**src/rtl/router_pkg.sv**
```systemverilog
// rtl/router_pkg.sv - shared constants for the 1x3 router datapath
// Contents: data byte width, destination address encodings, header field slices.
package router_pkg;

    localparam int DW = 8;

    // Destination address carried in the header byte
    localparam logic [1:0] ADDR_0       = 2'b00;
    localparam logic [1:0] ADDR_1       = 2'b01;
    localparam logic [1:0] ADDR_2       = 2'b10;
    localparam logic [1:0] ADDR_INVALID = 2'b11;

    // Header field slices: addr = [1:0], length = [7:2]
    localparam int HDR_ADDR_LSB = 0;
    localparam int HDR_ADDR_MSB = 1;
    localparam int HDR_LEN_LSB  = 2;
    localparam int HDR_LEN_MSB  = 7;

    function automatic logic [1:0] hdr_addr(input logic [DW-1:0] hdr);
        return hdr[HDR_ADDR_MSB:HDR_ADDR_LSB];
    endfunction

    function automatic logic [5:0] hdr_length(input logic [DW-1:0] hdr);
        return hdr[HDR_LEN_MSB:HDR_LEN_LSB];
    endfunction

endpackage

```
**src/rtl/router_reg.sv**
```systemverilog
// rtl/router_reg.sv - router datapath register stage (header, FIFO write data, parity check)
// Ports:
//   clk, rst                 clock, asynchronous active-low reset
//   pkt_valid, data_in       source byte stream (pkt_valid low on the parity byte)
//   fifo_full                selected FIFO full
//   detect_add, lfd_state, ld_state, laf_state, full_state, rst_int_reg
//                            one-hot state strobes from router_fsm
//   parity_done, low_pkt_valid  status back to router_fsm
//   err                      parity mismatch flag
//   dout                     FIFO write data
module router_reg #(
    parameter int DW = router_pkg::DW
) (
    input  logic          clk,
    input  logic          rst,
    input  logic          pkt_valid,
    input  logic [DW-1:0] data_in,
    input  logic          fifo_full,
    input  logic          detect_add,
    input  logic          lfd_state,
    input  logic          ld_state,
    input  logic          laf_state,
    input  logic          full_state,
    input  logic          rst_int_reg,
    output logic          parity_done,
    output logic          low_pkt_valid,
    output logic          err,
    output logic [DW-1:0] dout
);
    import router_pkg::*;

    logic [DW-1:0] header_q,     header_d;
    logic [DW-1:0] full_byte_q,  full_byte_d;
    logic [DW-1:0] dout_q,       dout_d;
    logic [DW-1:0] int_parity_q, int_parity_d;
    logic [DW-1:0] pkt_parity_q, pkt_parity_d;
    logic          parity_done_q,   parity_done_d;
    logic          low_pkt_valid_q, low_pkt_valid_d;
    logic          err_q,           err_d;

    // Parity byte accepted either straight off the bus or, if the FIFO was
    // full when it arrived, out of the holding register during LAF.
    logic pkt_par_direct;
    logic pkt_par_laf;

    always_comb begin
        pkt_par_direct = ld_state && !fifo_full && !pkt_valid;
        pkt_par_laf    = laf_state && low_pkt_valid_q && !parity_done_q;
    end

    // Header capture and FIFO write data
    always_comb begin
        header_d    = header_q;
        full_byte_d = full_byte_q;
        dout_d      = dout_q;

        if (detect_add && pkt_valid && (hdr_addr(data_in) != ADDR_INVALID)) begin
            header_d = data_in;
        end

        if (lfd_state) begin
            dout_d = header_q;
        end else if (ld_state && !fifo_full) begin
            dout_d = data_in;
        end else if (ld_state && fifo_full) begin
            // FIFO cannot take this byte; park it until LAF replays it
            full_byte_d = data_in;
        end else if (laf_state) begin
            dout_d = full_byte_q;
        end
    end

    // Running parity accumulator. The byte parked in full_byte is folded in
    // on arrival, so LAF does not fold it again.
    always_comb begin
        int_parity_d = int_parity_q;
        if (detect_add) begin
            int_parity_d = '0;
        end else if (lfd_state) begin
            int_parity_d = int_parity_q ^ header_q;
        end else if (ld_state && pkt_valid && !full_state) begin
            int_parity_d = int_parity_q ^ data_in;
        end
    end

    // Packet parity capture and status flags
    always_comb begin
        pkt_parity_d    = pkt_parity_q;
        parity_done_d   = parity_done_q;
        low_pkt_valid_d = low_pkt_valid_q;
        err_d           = err_q;

        if (pkt_par_direct) begin
            pkt_parity_d  = data_in;
            parity_done_d = 1'b1;
        end else if (pkt_par_laf) begin
            pkt_parity_d  = full_byte_q;
            parity_done_d = 1'b1;
        end else if (detect_add) begin
            parity_done_d = 1'b0;
        end

        if (rst_int_reg) begin
            low_pkt_valid_d = 1'b0;
        end else if (ld_state && !pkt_valid) begin
            low_pkt_valid_d = 1'b1;
        end

        // detect_add wins so a stale parity_done from the previous packet
        // cannot re-raise err on the new packet's first cycle.
        if (detect_add) begin
            err_d = 1'b0;
        end else if (parity_done_q) begin
            err_d = (int_parity_q != pkt_parity_q);
        end
    end

    always_ff @(posedge clk or negedge rst) begin
        if (!rst) begin
            header_q        <= '0;
            full_byte_q     <= '0;
            dout_q          <= '0;
            int_parity_q    <= '0;
            pkt_parity_q    <= '0;
            parity_done_q   <= 1'b0;
            low_pkt_valid_q <= 1'b0;
            err_q           <= 1'b0;
        end else begin
            header_q        <= header_d;
            full_byte_q     <= full_byte_d;
            dout_q          <= dout_d;
            int_parity_q    <= int_parity_d;
            pkt_parity_q    <= pkt_parity_d;
            parity_done_q   <= parity_done_d;
            low_pkt_valid_q <= low_pkt_valid_d;
            err_q           <= err_d;
        end
    end

    assign dout          = dout_q;
    assign parity_done   = parity_done_q;
    assign low_pkt_valid = low_pkt_valid_q;
    assign err           = err_q;

endmodule

```
**config.mk**
```make
export PLATFORM = sky130hd
export DESIGN_NAME = router_reg
export DESIGN_NICKNAME = d
export VERILOG_FILES = /design/src/rtl/router_pkg.sv /design/src/rtl/router_reg.sv
export SDC_FILE = /design/constraint.sdc
export NUM_CORES = 1
export LEC_CHECK = 0
export ABC_AREA = 1
export CAP_MARGIN = 20
export CORE_MARGIN = 2
export CORE_UTILIZATION = 49
export CTS_CLUSTER_DIAMETER = 60
export CTS_CLUSTER_SIZE = 14
export DETAILED_ROUTE_END_ITERATION = 6
export PLACE_DENSITY = 0.75
export SYNTH_ARGS = -nofsm -noshare
export SYNTH_HDL_FRONTEND = slang
export SYNTH_SLANG_ARGS = --single-unit
```
**constraint.sdc**
```tcl
create_clock -name clk -period 0.95 [get_ports clk]
set_input_delay 0.1425 -clock clk [delete_from_list [all_inputs] [get_ports clk]]
set_output_delay 0.1425 -clock clk [all_outputs]
set_load 0.03 [all_outputs]
```
==> impl_metrics.env, run 1 <==
export IMPL_worst_slew_pin_slew_ns=0.262
export IMPL_leakagePower_nw=1.51
export IMPL_clk_path_buf_depth=2
export IMPL_hold_viol_final=0
export IMPL_drv_cap=0
export IMPL_htreeDepth=2
export IMPL_grt_max_degree=44
export IMPL_hold_class="input port to flip-flop"
export IMPL_antennaDiodeCount=0
export IMPL_grt_pass1_wl_um=9580
export IMPL_endpoint="low_pkt_valid"
export IMPL_wl_per_cell_um=13.9
export IMPL_mappedNetlistArea_um2=2130
export IMPL_yosysSeqAreaShare=0.506
export IMPL_grt_overflow=0
export IMPL_syn_avg_cell_area_um2=7.79
export IMPL_final_common_cell="nand2_1"
export IMPL_track_usage=0.247
export IMPL_cp_arrival_ns=0.97
export IMPL_vias=2053
export IMPL_fin_crit_sh=1.17
export IMPL_slew_violations=0
export IMPL_nets=367
export IMPL_clkSlewWorstSetupHoldPaths_ns=0.08
export IMPL_pin_count=29
export IMPL_status="finished with violations"
export IMPL_r2r_end="pkt_parity_q[1]"
export IMPL_initial_utilization=0.521
export IMPL_rows=23
export IMPL_setup_viol=29
export IMPL_final_cell_mix="nand2_1, dfrtp_1, buf_4"
export IMPL_setup_worst_path_class="flip-flop to output port"
export IMPL_max_slew_margin=0.824
export IMPL_startpoint="low_pkt_valid"
export IMPL_io_buffers=28
export IMPL_powerDensity_nw_per_um2=1640
export IMPL_nFillCells=312
export IMPL_root_buffer="clkbuf_8"
export IMPL_core_area_um2=4090
export IMPL_met2WireLength_um=2670
export IMPL_synth_net_count=291
export IMPL_viasPerCell=5.13
export IMPL_r2r_start="low_pkt_valid"
export IMPL_wl_met1_um=2580
export IMPL_violations="negative setup slack"
export IMPL_synthDistinctLibCells=19
export IMPL_place_congestion=0.828
export IMPL_synth_largest_area_cell="dfrtp_1"
export IMPL_ys_ff_latch=43
export IMPL_fin_skew_ns=0.00537
export IMPL_grt_pass1_vias=2051
export IMPL_insertion_delay_ns=0.30
export IMPL_die_y_um=69.9
export IMPL_dr_pass1_iters=4
export IMPL_rrSetupSlack_ns=-0.12
export IMPL_synth_cells=273
export IMPL_cts_tree="yes"
export IMPL_power_w=0.00503
export IMPL_critPathLaunchType="flip-flop"
export IMPL_min_period_ns=1.11
export IMPL_worst_ir_drop_vdd_mv=1.12
export IMPL_dp_hpwl_um=3750
export IMPL_top_layer_used="met4"
export IMPL_rsz0062_at_grt="true"
export IMPL_reg2regPathDepth=5
export IMPL_finalWirelength_um=5540
export IMPL_cts_made_buffers=5
export IMPL_crit_required_ns=0.81
export IMPL_drt_iter0_markers=139
export IMPL_wl_met3_um=226
export IMPL_worst_path_max_fanout=2
export IMPL_synthTopCellsByArea="dfrtp_1, o21ai_0, nand2_1, a21oi_1, inv_1"
export IMPL_ys_warn_count=0
export IMPL_die_area_um2=4880
export IMPL_fmax_ghz=0.902
export IMPL_cts_sinks=43
export IMPL_hold_slack_ns=0.183
export IMPL_grt_antenna_before_repair=0
export IMPL_synthToLayoutAreaGrowth_pct=44.5
export IMPL_synth_top_area_share=0.506
export IMPL_fin_ws_ns=-0.159
export IMPL_drc=0
export IMPL_end_kind="output port"
export IMPL_die_width_um=69.9
export IMPL_drtAntennaViolNets=0
export IMPL_drive_above_1_share=0.320
final cells by class:
| cell class | instances | area [µm²] | area share |
|---|---|---|---|
| sequential | 43 | 1080 | 0.351 |
| clock buffer | 6 | 72.6 | 0.0236 |
| clock inverter | 2 | 12.5 | 0.00407 |
| inverter | 32 | 126 | 0.0411 |
| multi-input combinational | 190 | 1020 | 0.332 |
| tap | 50 | 62.6 | 0.0204 |
| timing repair buffer | 77 | 701 | 0.228 |
metrics by stage:
| step | setup slack [ns] | setup TNS (ns) | area [µm²] | std cells | util |
|---|---|---|---|---|---|
| after detailed placement | -0.612 | -21.01 | 2770 | 387 | 0.677 |
| final | -0.159 | -1.72 | 3070 | 400 | 0.752 |
| after CTS | -0.152 | -1.34 | 3020 | 402 | 0.739 |
| after global routing | -0.227 | -3.08 | 3070 | 400 | 0.752 |
| after floorplan | -0.0624 | -0.402 | 2150 | 273 | - |
| after global placement | -0.606 | -20.14 | 2770 | 387 | 0.677 |
worst max-delay path, cell delays in order (launching register included):
cell     delay (ns)
dfrtp_2        0.42
buf_6          0.12
buf_6          0.13
how the worst min path moves through the flow:
stage | start | to | slack (ns) | cells past startpoint
4_1_cts | data_in[1] | pkt_parity_q[1] | 0.32 | 3
2_1_floorplan | rst | dout[0] | -0.15 | 0
6_report | data_in[3] | header_q[3] | 0.18 | 3
3_5_place_dp | rst | int_parity_q[2] | 0.14 | 2
5_1_grt | data_in[3] | header_q[3] | 0.19 | 3
3_3_place_gp | rst | int_parity_q[6] | 0.13 | 2
where the power goes:
| part | internal (W) | switching, W | leakage (nW) |
|---|---|---|---|
| sequential | 0.00212 | 0.000196 | 0.531 |
| combinational | 0.000720 | 0.000842 | 0.936 |
| clock | 0.000514 | 0.000638 | 0.0412 |
| total | 0.00335 | 0.00168 | 1.51 |
flip-flops by register name, summed over array words and instances (netlist names):
| signal | flops |
|---|---|
| parity_done | 1 |
| low_pkt_valid | 1 |
| err | 1 |
| dout | 8 |
| header_q | 8 |
| full_byte_q | 8 |
| pkt_parity_q | 8 |
| int_parity_q | 8 |
timing repair:
action / in CTS / in global routing
endpoints found under the hold margin: 43 / 0
pin swaps: 10 / 16
gates resized for setup: 66 / 28
hold buffers: 1 / 0
endpoints found under the setup margin: 53 / 42
gates cloned: 2 / 0
setup buffers: 4 / 2
kinds of logic (layout without fill, tap and decap cells):
family / count (synthesis) / in the layout / synth area share
buffers and inverters: 41 / 117 / 0.0823
XOR/XNOR: 3 / 3 / 0.0124
AND/OR/NAND/NOR: 98 / 99 / 0.186
AO/OA/AOI/OAI: 88 / 88 / 0.214
flip-flops: 43 / 43 / 0.506
synthesized netlist by cell type, drive strengths merged:
cell / instances
xnor2: 3
inv: 31
clkbuf: 2
o211ai: 2
nand3: 12
clkinv: 1
a21oi: 32
nor2: 25
nand2: 61
dfrtp: 43
o21ai: 54
buf: 7
metal layers:
metal | vias to the layer above | global-route usage
met3 | 7 | 0.0519
met2 | 39 | 0.411
li1 | 1045 | -
met5 | - | 0
met1 | 962 | 0.331
met4 | 0 | 0.0641
Power figures use the tool's default switching activity.
==> run 2: changes to the inputs <==
--- a/config.mk
+++ b/config.mk
@@ -8,11 +8,11 @@
 export ABC_AREA = 1
 export CAP_MARGIN = 20
 export CORE_MARGIN = 2
-export CORE_UTILIZATION = 49
+export CORE_UTILIZATION = 54
 export CTS_CLUSTER_DIAMETER = 60
 export CTS_CLUSTER_SIZE = 14
 export DETAILED_ROUTE_END_ITERATION = 6
-export PLACE_DENSITY = 0.75
+export PLACE_DENSITY = 0.79
 export SYNTH_ARGS = -nofsm -noshare
 export SYNTH_HDL_FRONTEND = slang
 export SYNTH_SLANG_ARGS = --single-unit
==> constraint.sdc (replaced) <==
create_clock -name clk -period 1.2 [get_ports clk]
set_input_delay 0.18 -clock clk [delete_from_list [all_inputs] [get_ports clk]]
set_output_delay 0.18 -clock clk [all_outputs]
set_load 0.03 [all_outputs]
==> run 2 against run 1 <==
  * The run still ends with negative setup slack left
  * Wire length down 4.3%
  * Final area is 7.7% lower
  * Count of clock-buffer cells in the layout unchanged
  * Critical endpoint is now pkt_parity_q[0]
  * Highest routed layer unchanged
==> impl_metrics.env, run 2 (same netlist as run 1, synthesis figures left out) <==
export IMPL_vias=2036
export IMPL_worst_path_max_fanout=7
export IMPL_drive_above_1_share=0.216
export IMPL_p_clk_frac=0.240
export IMPL_pin_count=29
export IMPL_fin_skew_ns=0.00572
export IMPL_rows=22
export IMPL_cts_setup_buffers=0
export IMPL_finish_utilization=0.764
export IMPL_p_int_w=0.00253
export IMPL_final_cell_count_no_fill=386
export IMPL_setup_viol=1
export IMPL_io_buffers=28
export IMPL_worst_slew_pin_slew_ns=0.342
export IMPL_nFillCells=284
export IMPL_fin_crit_sh=1.01
export IMPL_worst_ir_drop_vdd_mv=1.02
export IMPL_viasPerCell=5.27
export IMPL_cp_arrival_ns=1.44
export IMPL_hold_slack_ns=0.379
export IMPL_final_cell_mix="nand2_1, o21ai_0, dfrtp_1"
export IMPL_die_y_um=66.8
export IMPL_place_congestion=0.881
export IMPL_multi_input_comb_area_um2=897
export IMPL_powerDensity_nw_per_um2=1330
export IMPL_grt_max_degree=44
export IMPL_synthToLayoutAreaGrowth_pct=33.4
export IMPL_finalWirelength_um=5300
export IMPL_drtAntennaViolNets=0
export IMPL_switching_share=0.328
export IMPL_crit_required_ns=1.43
export IMPL_clkSlewWorstSetupHoldPaths_ns=0.08
export IMPL_cts_tree="yes"
export IMPL_cts_made_buffers=5
export IMPL_htreeDepth=2
export IMPL_nets=355
export IMPL_startpoint="parity_done"
export IMPL_slew_violations=0
export IMPL_initial_utilization=0.572
export IMPL_hold_class="input port to async pin"
export IMPL_r2r_start="parity_done"
export IMPL_fmax_ghz=0.829
export IMPL_min_period_ns=1.21
export IMPL_grt_pass1_vias=1985
export IMPL_violations="negative setup slack"
export IMPL_critPathLaunchType="flip-flop"
export IMPL_end_kind="flip-flop"
export IMPL_power_w=0.00377
export IMPL_clk_path_buf_depth=2
export IMPL_drt_iter0_markers=176
export IMPL_cts_sinks=43
export IMPL_dr_pass1_iters=4
export IMPL_drc=0
export IMPL_root_buffer="clkbuf_8"
export IMPL_comb_power_share=0.274
export IMPL_die_width_um=66.8
export IMPL_final_common_cell="nand2_1"
export IMPL_dp_hpwl_um=3900
export IMPL_leakagePower_nw=1.40
export IMPL_status="finished with violations"
export IMPL_die_area_um2=4460
export IMPL_fin_ws_ns=-0.00622
export IMPL_drv_cap=0
export IMPL_p_sw_w=0.00124
export IMPL_grt_antenna_before_repair=0
export IMPL_core_area_um2=3720
export IMPL_wl_per_cell_um=13.7
export IMPL_track_usage=0.271
export IMPL_antennaDiodeCount=0
export IMPL_seqPwrFrac=0.486
export IMPL_hold_viol_final=0
export IMPL_dp_cells=376
export IMPL_regArea_um2=1080
export IMPL_grt_pass1_wl_um=8930
export IMPL_insertion_delay_ns=0.30
export IMPL_max_slew_margin=0.770
export IMPL_grt_overflow=0
export IMPL_setup_worst_path_class="flip-flop to flip-flop"
run 2: cell count changes in the layout (fill, tap and decap cells not counted), moves of 3 or more:
| cell | change |
|---|---|
| nand2_1 | +5 |
| clkdlybuf4s50_1 | +5 |
| buf_6 | -17 |
| o21ai_1 | -11 |
| o21ai_2 | -9 |
| a21oi_1 | +7 |
| nand2_2 | -3 |
| inv_1 | +3 |
| dlygate4sd2_1 | -5 |
| buf_4 | +3 |
| o21ai_0 | +20 |
| a21oi_2 | -7 |
run 2: power groups by stage:
stage | clock, W | sequential (W) | combinational [W]
2_1_floorplan | 0 | 0.00194 | 0.000469
3_3_place_gp | 0 | 0.00184 | 0.000977
3_5_place_dp | 0 | 0.00186 | 0.00101
4_1_cts | 0.000911 | 0.00183 | 0.00101
5_1_grt | 0.000961 | 0.00186 | 0.00115
6_report | 0.000903 | 0.00183 | 0.00103
run 2: stage by stage:
stage	worst slack, ns	setup TNS [ns]	cell area, µm²
2_1_floorplan	0.0292	0	2130
3_3_place_gp	-0.347	-9.57	2710
3_5_place_dp	-0.368	-11.30	2710
4_1_cts	0.00404	0	2800
5_1_grt	-0.0656	-0.0656	2840
6_report	-0.00622	-0.00622	2840
run 2: timing repair:
action | CTS | global route
hold endpoints to repair | 43 | 0
setup endpoints to repair | 16 | 20
pin swaps | 0 | 2
cloned | 0 | 1
gates resized for setup | 6 | 19
hold buffers | 1 | 0
run 2: final timing paths:
kind	endpoint	slack, ns	cells after the start
setup / recovery	pkt_parity_q[0]	-0.006	6
hold reg to reg	full_byte_q[3]	0.49	2
hold / removal	full_byte_q[3]	0.38	3
min in group clk	low_pkt_valid	0.42	2
setup reg to reg	pkt_parity_q[0]	-0.006	6
max in group asynchronous	parity_done	0.60	3
run 2: cell type report:
type,instances,area share
tap,48,0.0212
clock inverter,2,0.00441
multi-input combinational,189,0.316
timing repair buffer,66,0.210
sequential,43,0.380
inverter,32,0.0423
clock buffer,6,0.0256
run 2: worst max-delay path: stages, from the launching register on:
cell     delay [ns]
dfrtp_2        0.42
inv_2          0.06
nand3_2        0.09
buf_4          0.17
o21ai_0        0.16
o21ai_0        0.14
o21ai_0        0.09
run 2: routing by layer:
| metal | global-route usage | vias up | wire [µm] |
|---|---|---|---|
| met3 | 0.0574 | 5 | 253 |
| met2 | 0.439 | 54 | 2510 |
| met1 | 0.362 | 960 | 2470 |
| met5 | 0 | - | 0 |
| met4 | 0.0893 | 0 | 69 |
| li1 | - | 1017 | - |
